--- src/rtl/tl_input_pkg.sv ---
// Shared types and constants for the traffic-light input conditioner.
// Holds the debounce state encoding, the default debounce length and the synchroniser depth.
package tl_input_pkg;

    typedef enum logic [1:0] {
        STABLE_LO = 2'd0,
        WAIT_HI   = 2'd1,
        STABLE_HI = 2'd2,
        WAIT_LO   = 2'd3
    } db_state_t;

    // 20 ms at 50 MHz
    localparam int DEBOUNCE_CYCLES_DEF = 1_000_000;
    localparam int SYNC_DEPTH          = 2;

endpackage

--- src/rtl/tl_debounce_ch.sv ---
// One input channel: 2-FF synchroniser, then debounce FSM and counter driving a registered clean level.
// Latency: raw to clean level is SYNC_DEPTH + DEBOUNCE_CYCLES + 1 cycles; no backpressure.
module tl_debounce_ch
    import tl_input_pkg::*;
#(
    parameter int DEBOUNCE_CYCLES = DEBOUNCE_CYCLES_DEF
) (
    input  logic i_clk,
    input  logic i_rst,
    input  logic i_raw,
    output logic o_clean
);

    localparam int              CW       = $clog2(DEBOUNCE_CYCLES);
    localparam logic [CW-1:0]   CNT_LAST = CW'(DEBOUNCE_CYCLES - 1);

    logic [SYNC_DEPTH-1:0] r_sync;
    logic                  w_sync;
    db_state_t             r_state;
    logic [CW-1:0]         r_cnt;
    logic                  r_clean;

    always_ff @(posedge i_clk) begin
        if (i_rst) begin
            r_sync <= '0;
        end else begin
            r_sync <= {r_sync[SYNC_DEPTH-2:0], i_raw};
        end
    end

    assign w_sync = r_sync[SYNC_DEPTH-1];

    // Clean level is registered alongside the state it belongs to, so it
    // changes on the same edge the FSM enters STABLE_HI / STABLE_LO.
    always_ff @(posedge i_clk) begin
        if (i_rst) begin
            r_state <= STABLE_LO;
            r_cnt   <= '0;
            r_clean <= 1'b0;
        end else begin
            case (r_state)
                STABLE_LO: begin
                    if (w_sync) begin
                        r_state <= WAIT_HI;
                        r_cnt   <= '0;
                    end
                end
                WAIT_HI: begin
                    if (!w_sync) begin
                        r_state <= STABLE_LO;
                        r_cnt   <= '0;
                    end else if (r_cnt == CNT_LAST) begin
                        r_state <= STABLE_HI;
                        r_cnt   <= '0;
                        r_clean <= 1'b1;
                    end else begin
                        r_cnt   <= r_cnt + CW'(1);
                    end
                end
                STABLE_HI: begin
                    if (!w_sync) begin
                        r_state <= WAIT_LO;
                        r_cnt   <= '0;
                    end
                end
                WAIT_LO: begin
                    if (w_sync) begin
                        r_state <= STABLE_HI;
                        r_cnt   <= '0;
                    end else if (r_cnt == CNT_LAST) begin
                        r_state <= STABLE_LO;
                        r_cnt   <= '0;
                        r_clean <= 1'b0;
                    end else begin
                        r_cnt   <= r_cnt + CW'(1);
                    end
                end
                default: begin
                    r_state <= STABLE_LO;
                    r_cnt   <= '0;
                    r_clean <= 1'b0;
                end
            endcase
        end
    end

    assign o_clean = r_clean;

endmodule

--- src/rtl/tl_input_conditioner.sv ---
// Conditions mode switch and pedestrian button for the traffic-light controller; clean levels plus edge outputs.
// Latency: raw to clean level DEBOUNCE_CYCLES+3, clean to ped_req_o/mode_change_o 1 cycle; no backpressure. Option: PED_REQ_LATCH_EN.
module tl_input_conditioner
    import tl_input_pkg::*;
#(
    parameter int DEBOUNCE_CYCLES = DEBOUNCE_CYCLES_DEF
) (
    input  logic clk_i,
    input  logic rst,
    input  logic swap_mode_raw_i,
    input  logic button_raw_i,
    input  logic ped_ack_i,
    output logic swap_mode_o,
    output logic mode_change_o,
    output logic button_o,
    output logic ped_req_o
);

    logic w_mode_clean;
    logic w_btn_clean;
    logic w_btn_rise;
    logic r_mode_prev;
    logic r_btn_prev;
    logic r_mode_change;
    logic r_ped_req;

    tl_debounce_ch #(
        .DEBOUNCE_CYCLES (DEBOUNCE_CYCLES)
    ) u_mode_ch (
        .i_clk   (clk_i),
        .i_rst   (rst),
        .i_raw   (swap_mode_raw_i),
        .o_clean (w_mode_clean)
    );

    tl_debounce_ch #(
        .DEBOUNCE_CYCLES (DEBOUNCE_CYCLES)
    ) u_btn_ch (
        .i_clk   (clk_i),
        .i_rst   (rst),
        .i_raw   (button_raw_i),
        .o_clean (w_btn_clean)
    );

    assign w_btn_rise = w_btn_clean & ~r_btn_prev;

    always_ff @(posedge clk_i) begin
        if (rst) begin
            r_mode_prev   <= 1'b0;
            r_btn_prev    <= 1'b0;
            r_mode_change <= 1'b0;
            r_ped_req     <= 1'b0;
        end else begin
            r_mode_prev   <= w_mode_clean;
            r_btn_prev    <= w_btn_clean;
            r_mode_change <= w_mode_clean ^ r_mode_prev;
`ifdef PED_REQ_LATCH_EN
            // A new press in the ack cycle keeps the request so it is not lost.
            r_ped_req     <= w_btn_rise | (r_ped_req & ~ped_ack_i);
`else
            r_ped_req     <= w_btn_rise;
`endif
        end
    end

`ifndef PED_REQ_LATCH_EN
    logic w_ack_unused;
    assign w_ack_unused = ped_ack_i;
`endif

    assign swap_mode_o   = w_mode_clean;
    assign button_o      = w_btn_clean;
    assign mode_change_o = r_mode_change;
    assign ped_req_o     = r_ped_req;

endmodule

--- config.mk ---
export PLATFORM = sky130hd
export DESIGN_NAME = tl_input_conditioner
export DESIGN_NICKNAME = d
export VERILOG_FILES = /design/src/rtl/tl_input_pkg.sv /design/src/rtl/tl_debounce_ch.sv /design/src/rtl/tl_input_conditioner.sv
export SDC_FILE = /design/constraint.sdc
export NUM_CORES = 1
export LEC_CHECK = 0
export CAP_MARGIN = 20
export CORE_ASPECT_RATIO = 0.6
export CORE_MARGIN = 2
export CORE_UTILIZATION = 53
export CTS_BUF_LIST = sky130_fd_sc_hd__clkbuf_8
export DETAILED_ROUTE_END_ITERATION = 6
export PLACE_DENSITY = 0.71
export RECOVER_POWER = 100
export SYNTH_ARGS = -nofsm -noshare
export SYNTH_HDL_FRONTEND = slang
export SYNTH_SLANG_ARGS = --single-unit
--- constraint.sdc ---
create_clock -name clk_i -period 3.5 [get_ports clk_i]
set_input_delay 0.7 -clock clk_i [delete_from_list [all_inputs] [get_ports clk_i]]
set_output_delay 0.7 -clock clk_i [all_outputs]
set_load 0.1 [all_outputs]
==> results of run 1 <==
## layer usage
layer	GRT usage, %	wire length (um)	up-vias
li1	-	-	1145
met1	37.8	3100	1011
met2	27.3	1980	74
met3	5.07	379	5
met4	5.59	43	0
met5	0	0	-
## per-stage QoR
stage	area (um^2)	total power, W	setup slack (ns)	hold WS [ns]	utilization (%)
2_1_floorplan	2570	0.000657	1.53	0.367	-
5_1_grt	2820	0.00110	0.456	0.395	61.1
3_3_place_gp	2720	0.000672	1.09	0.371	59.1
6_report	2820	0.00106	0.720	0.388	61.1
3_5_place_dp	2720	0.000672	1.05	0.375	59.1
4_1_cts	2830	0.00107	0.921	0.389	61.4
## critical path: cells and delay by family
kind,cells,cell delay [ns]
AO/OA/AOI/OAI,2,0.35
buffers and inverters,3,1.56
AND/OR/NAND/NOR,1,0.37
## cell type report
type	count	area [um^2]	area share [%]
inverter	7	26.3	0.932
multi-input combinational	235	1430	50.7
clock buffer	5	68.8	2.44
tap	63	78.8	2.80
sequential	54	1080	38.3
timing repair buffer	12	96.3	3.42
clock inverter	3	37.5	1.33
## cell usage after synthesis, drive strengths merged (2+ instances only)
| cell type | n |
|---|---|
| o21ai | 17 |
| nor4 | 4 |
| xor2 | 6 |
| a21o | 4 |
| a21oi | 19 |
| a22o | 10 |
| and2 | 2 |
| nand2 | 34 |
| a31oi | 16 |
| mux2i | 5 |
| ha | 2 |
| clkbuf | 8 |
| nand4 | 10 |
| or3 | 4 |
| and4 | 4 |
| nor3 | 9 |
| nor2b | 7 |
| inv | 7 |
| xnor2 | 6 |
| and3 | 8 |
| nor2 | 27 |
| a22oi | 2 |
| dfxtp | 54 |
| a211oi | 3 |
| nand2b | 4 |
| nand3 | 18 |
## cells by family after synthesis
kind of cell               synth area share, %
buffers and inverters                     2.38
xor gates and xnor gates                  4.09
and+or+nand+nor                           29.2
AOI/OAI and AO/OA                         19.4
adders and majority gates                0.973
DFF                                       42.0
muxes                                     1.95
## worst paths after layout
check	cells past startpoint	endpoint	slack [ns]
worst min register to register	1	ped_req_o$_SDFF_PP0_	0.39
worst max register to register	7	u_btn_ch.r_cnt[5]$_SDFFE_PP0P_	1.15
worst min-delay path	1	ped_req_o$_SDFF_PP0_	0.39
worst max-delay path	6	u_mode_ch.r_cnt[11]$_SDFFE_PP0P_	0.72
## registers in the layout (all words and copies together), names as in the netlist, 2 cells and up, named ones only
signal            flops
u_mode_ch.r_cnt      20
u_btn_ch.r_cnt       20
u_btn_ch.r_sync       2
u_mode_ch.r_sync      2
## where the power goes
part           internal [W]  total (W)  switching (W)
sequential         0.000617   0.000620     0.00000264
clock              0.000209   0.000408       0.000199
combinational     0.0000117  0.0000364      0.0000247
total              0.000838    0.00106       0.000226
==> out/qor.txt, run 1 <==
Main synth FF type: dfxtp_1
Fmax: 0.360 GHz
Diodes inserted: 0
Worst Path Max Fanout: 25
Kind of critical path: in -> reg
Leak: 1.00 nW
Count of cell types in the netlist: 47
Via density: 5.90
Worst Max-Slew Pin Slew: 1.04 ns
Clk slew on worst S/H paths: 0.09 ns
Largest net degree at the start of global routing: 26
Crit share post-route: 79.4%
Routability cong.: 0.862
Max incr delay on CP: 0.79 ns
Minimum clock period: 2.78 ns
CTS buffer count: 5
Slew headroom: 30.4%
Synthesized area: 2570 um^2
Vias: 2235
Synth area leader: dfxtp_1
Final Hold Viols: 0
Mean area per synthesized cell: 8.43 um^2
RSZ-0062 raised after global routing: false
Synth async-reset ratio: 0%
CP endpoint kind: flop
Most common cell after layout, fill and taps aside: dfxtp_1
Ys Warns: 0
CTS H-Tree Depth: 2
Initial antenna violation count: 0
Layout Area Growth over Synthesis: 9.58%
I/O Pins: 9
Final ANT Viol Nets: 0
Share of layout cells above drive strength 1: 5.70%
DIE WIDTH: 93.9 um
Maximum VDD drop: 0.261 mV
Mapped Nets: 312
Routed WL: 5500 um
Maximum buffer depth of the clock tree: 2
Core Footprint: 4610 um^2
Synth top area share: 42.0%
Total grt overflow: 0
Root buffer cell: clkbuf_8
Global-route wire length before repair: 9450 um
Cell row count: 19
Slew Limit Fails: 0
Die height: 58.0 um
Worst setup path start: rst
Final #Nets: 322
Worst-Skew Late Latency: 0.30 ns
Port Buffers: 7
Setup TNS: 0 ns
Hold_buf cts: 0
Power per cell area: 377 nW/um^2
Launching point of the worst reg2reg path: u_btn_ch.r_cnt[0]$_SDFFE_PP0P_
Vias in the first global route: 1862
Post-Layout Cell Count: 379
Initial DRC count: 197
Dpl cells: 371
MaxCap Viol Count: 0
Worst min path class: reg -> reg
Initial Utilization: 55.8%
CTS sink cnt: 54
Max Clock Skew: 0.00946 ns
Status: complete, no violations
Worst endpoint required time: 3.71 ns
Post-synth EDFFs: 0
Gate Count Post-Synth: 305
Worst setup SP type: input port
DRC viols: 0
DRT Pass-1 Iters: 5
Slowest cell on the critical path: clkbuf_1
Fill cells: 415
GRT Total Usage: 22.3%
Worst EP arrival: 2.99 ns
Final setup viols: 0
DP HPWL: 3950 um
Post-CTS setup buffer count: 0
Hold path start: r_btn_prev$_SDFF_PP0_
Die footprint: 5450 um^2
Post-cts sizing count: 0
Sequential area share after synthesis: 42.0%
Area contributors post-synth: dfxtp_1 (42%), nand2_1 (5.0%), nor2_1 (3.9%), a31oi_1 (3.9%), a21oi_1 (3.7%)
Synthesis-stage register bit count: 54
Wire per inst: 14.5 um
Sequence of cells on the critical path: clkdlybuf4s50_1 > clkbuf_1 > inv_1 > nand2_1 > o21ai_1 > a22o_1
Most frequent cells in the layout: dfxtp_1 (54), nand2_1 (34), nor2_1 (27), a21oi_1 (19), nand3_1 (17)
CTS tree: built
Note: power is estimated with default switching activity, not from simulation.
==> run 2, diff against run 1 <==
--- a/config.mk
+++ b/config.mk
@@ -11,7 +11,7 @@
 export CORE_UTILIZATION = 53
 export CTS_BUF_LIST = sky130_fd_sc_hd__clkbuf_8
 export DETAILED_ROUTE_END_ITERATION = 6
-export PLACE_DENSITY = 0.71
+export PLACE_DENSITY = 0.73
 export RECOVER_POWER = 100
 export SYNTH_ARGS = -nofsm -noshare
 export SYNTH_HDL_FRONTEND = slang
==> constraint.sdc (replaced) <==
create_clock -name clk_i -period 2.4 [get_ports clk_i]
set_input_delay 0.48 -clock clk_i [delete_from_list [all_inputs] [get_ports clk_i]]
set_output_delay 0.48 -clock clk_i [all_outputs]
set_load 0.1 [all_outputs]
==> run 2 against run 1 <==
Compared with the run above: first-iteration DRC count is 37% higher; count of clock-buffer cells in the layout up 1; largest power group unchanged; sequential power rose by 46%; cell area grew 0.40%; cell count up 1.3%; wire length is 1.9% higher; critical path depth stayed put; largest cell class unchanged; power increased by 41%; clock skew is 0.00095 ns lower; sequential cell count unchanged; highest routed layer unchanged.
==> out/qor.txt, run 2 (same netlist as run 1, synthesis figures left out) <==
Routability cong.: 0.851 (-1.2%)
Power per cell area: 529 nW/um^2 (+40%)
DRT Pass-1 Iters: 5 (unchanged)
Die footprint: 5450 um^2 (unchanged)
CP endpoint kind: flop
Worst Path Max Fanout: 18 (-28%)
Reg-to-reg critical path endpoint: u_mode_ch.r_cnt[19]$_SDFFE_PP0P_
Diodes inserted: 0 (unchanged)
Worst endpoint required time: 2.61 ns (-1.10 ns)
Worst setup SP type: flop
Post-Layout Cell Count: 384 (+1.3%)
CTS H-Tree Depth: 2 (unchanged)
Initial DRC count: 269 (+37%)
Final Worst Setup Slack: 0.185 ns (-0.534 ns)
Vias in the first global route: 1919 (+3.1%)
Most frequent cells in the layout: dfxtp_1 (54), nand2_1 (34), nor2_1 (27), a21oi_1 (19), nand3_1 (18)
Setup TNS: 0 ns (unchanged)
Post-cts sizing count: 0 (unchanged)
Worst Reg-to-Reg Cells: 6 (-1)
R2R Setup Slk: 0.19 ns (-0.96 ns)
Initial antenna violation count: 0 (unchanged)
Leak: 1.01 nW (+1.2%)
Maximum VDD drop: 0.335 mV (+29%)
DP HPWL: 4070 um (+3.1%)
I/O Pins: 9 (unchanged)
GRT Total Usage: 22.9% (+0.57 points)
Layout Area Growth over Synthesis: 10.0%
Global-route wire length before repair: 9550 um (+1.1%)
Final ANT Viol Nets: 0 (unchanged)
DIE WIDTH: 93.9 um (unchanged)
Dpl cells: 376 (+1.3%)
Hold_buf cts: 0 (unchanged)
Fill cells: 436 (+5.1%)
Initial Utilization: 55.8% (unchanged)
Final setup viols: 0 (unchanged)
Worst EP arrival: 2.42 ns (-0.57 ns)
Crit share post-route: 92.3%
Top flop regs: u_btn_ch.r_cnt x20, u_mode_ch.r_cnt x20
Routed WL: 5600 um (+1.9%)
Status: complete, no violations
RSZ-0062 raised after global routing: false
Max Clock Skew: 0.00851 ns (-0.000948 ns)
Slew Limit Fails: 0 (unchanged)
Share of layout cells above drive strength 1: 6.85% (+1.2 points)
Worst-Skew Late Latency: 0.31 ns (about the same)
Root buffer cell: clkbuf_8
MaxCap Viol Count: 0 (unchanged)
Port Buffers: 7 (unchanged)
DRC viols: 0 (unchanged)
Hold path start: r_btn_prev$_SDFF_PP0_
Worst min path class: reg -> reg
Post-CTS setup buffer count: 0 (unchanged)
Kind of critical path: reg -> reg
Slew headroom: 20.7% (-9.7 points)
Worst Hold End: ped_req_o$_SDFF_PP0_
Fmax: 0.452 GHz
CTS tree: built
Launching point of the worst reg2reg path: u_mode_ch.r_cnt[10]$_SDFFE_PP0P_
Total grt overflow: 0 (unchanged)
Clk slew on worst S/H paths: 0.10 ns (about the same)
Worst Max-Slew Pin Slew: 1.19 ns (+0.150 ns)
Die height: 58.0 um (unchanged)
CTS buffer count: 5 (unchanged)
Minimum clock period: 2.21 ns
Setup WS pre-CTS: 0.254 ns (-0.801 ns)
Most common cell after layout, fill and taps aside: dfxtp_1
CTS sink cnt: 54 (unchanged)
Via density: 5.78 (-2.1%)
Maximum buffer depth of the clock tree: 2 (unchanged)
Vias: 2218 (-0.76%)
Hold-critical path depth: 1 (unchanged)
Core Footprint: 4610 um^2 (unchanged)
Wire per inst: 14.6 um (+0.53%)
Final Hold Viols: 0 (unchanged)
Final #Nets: 327 (+1.6%)
Largest net degree at the start of global routing: 27 (+3.8%)
Cell row count: 19 (unchanged)
run 2: changes by cell type in the layout (fill, tap and decap cells not counted), sizes merged:
| cell | previous run | this run |
|---|---|---|
| clkdlybuf4s50 | 3 | 2 |
| buf | 2 | 9 |
| clkinv | 0 | 1 |
| inv | 9 | 8 |
| dlygate4sd3 | 4 | 1 |
| bufinv | 1 | 0 |
| clkbuf | 8 | 11 |
run 2: how the worst max path moves through the flow:
| stage | start | endpoint | cells past startpoint | slack (ns) |
|---|---|---|---|---|
| 3_5_place_dp | u_mode_ch.r_cnt[10]$_SDFFE_PP0P_ | u_mode_ch.r_cnt[19]$_SDFFE_PP0P_ | 6 | 0.25 |
| 5_1_grt | u_mode_ch.r_cnt[10]$_SDFFE_PP0P_ | u_mode_ch.r_cnt[13]$_SDFFE_PP0P_ | 5 | 0.09 |
| 4_1_cts | u_mode_ch.r_cnt[10]$_SDFFE_PP0P_ | u_mode_ch.r_cnt[19]$_SDFFE_PP0P_ | 6 | 0.24 |
| 3_3_place_gp | u_mode_ch.r_cnt[10]$_SDFFE_PP0P_ | u_mode_ch.r_cnt[19]$_SDFFE_PP0P_ | 6 | 0.27 |
| 2_1_floorplan | u_mode_ch.r_cnt[10]$_SDFFE_PP0P_ | u_mode_ch.o_clean$_SDFFE_PP0P_ | 5 | 0.43 |
| 6_report | u_mode_ch.r_cnt[10]$_SDFFE_PP0P_ | u_mode_ch.r_cnt[19]$_SDFFE_PP0P_ | 6 | 0.19 |
run 2: per-layer routing:
layer,up-vias,routed length [um],track usage [%]
met1,1005,3240,39.2
met3,7,303,4.68
met2,51,2000,26.9
met4,0,61,7.66
met5,-,0,0
li1,1155,-,-
run 2: area by class of cell:
class                   count  area, um^2  share of cell area [%]
flip-flops and latches     54        1080                    38.2
multi-input cells         235        1410                    49.8
clock inverters             2        8.76                   0.309
well taps                  63        78.8                    2.79
inverters                   7        26.3                   0.928
repair buffers             17         143                    5.04
clock buffers               6        82.6                    2.92
run 2: where the power goes:
part           switching (W)  leakage (nW)  internal [W]
registers         0.00000373         0.436      0.000900
logic              0.0000381         0.524     0.0000231
clock network       0.000302        0.0524      0.000230
total               0.000344          1.01       0.00115
run 2: metrics by stage:
stage | power [W] | hold WS, ns | util [%] | instance area [um^2]
after floorplan | 0.000959 | 0.367 | - | 2570
after global placement | 0.000985 | 0.372 | 60.2 | 2780
after CTS | 0.00150 | 0.390 | 62.2 | 2870
final | 0.00150 | 0.388 | 61.4 | 2830
after global routing | 0.00154 | 0.400 | 61.4 | 2830
after detailed placement | 0.000986 | 0.377 | 60.2 | 2780
run 2: worst max-delay path, cell delays in order (launching register included):
cell,delay [ns]
dfxtp_1,0.37
or4_1,0.61
nor4_4,0.37
a211oi_1,0.18
buf_12,0.18
and3_1,0.16
a221o_1,0.25
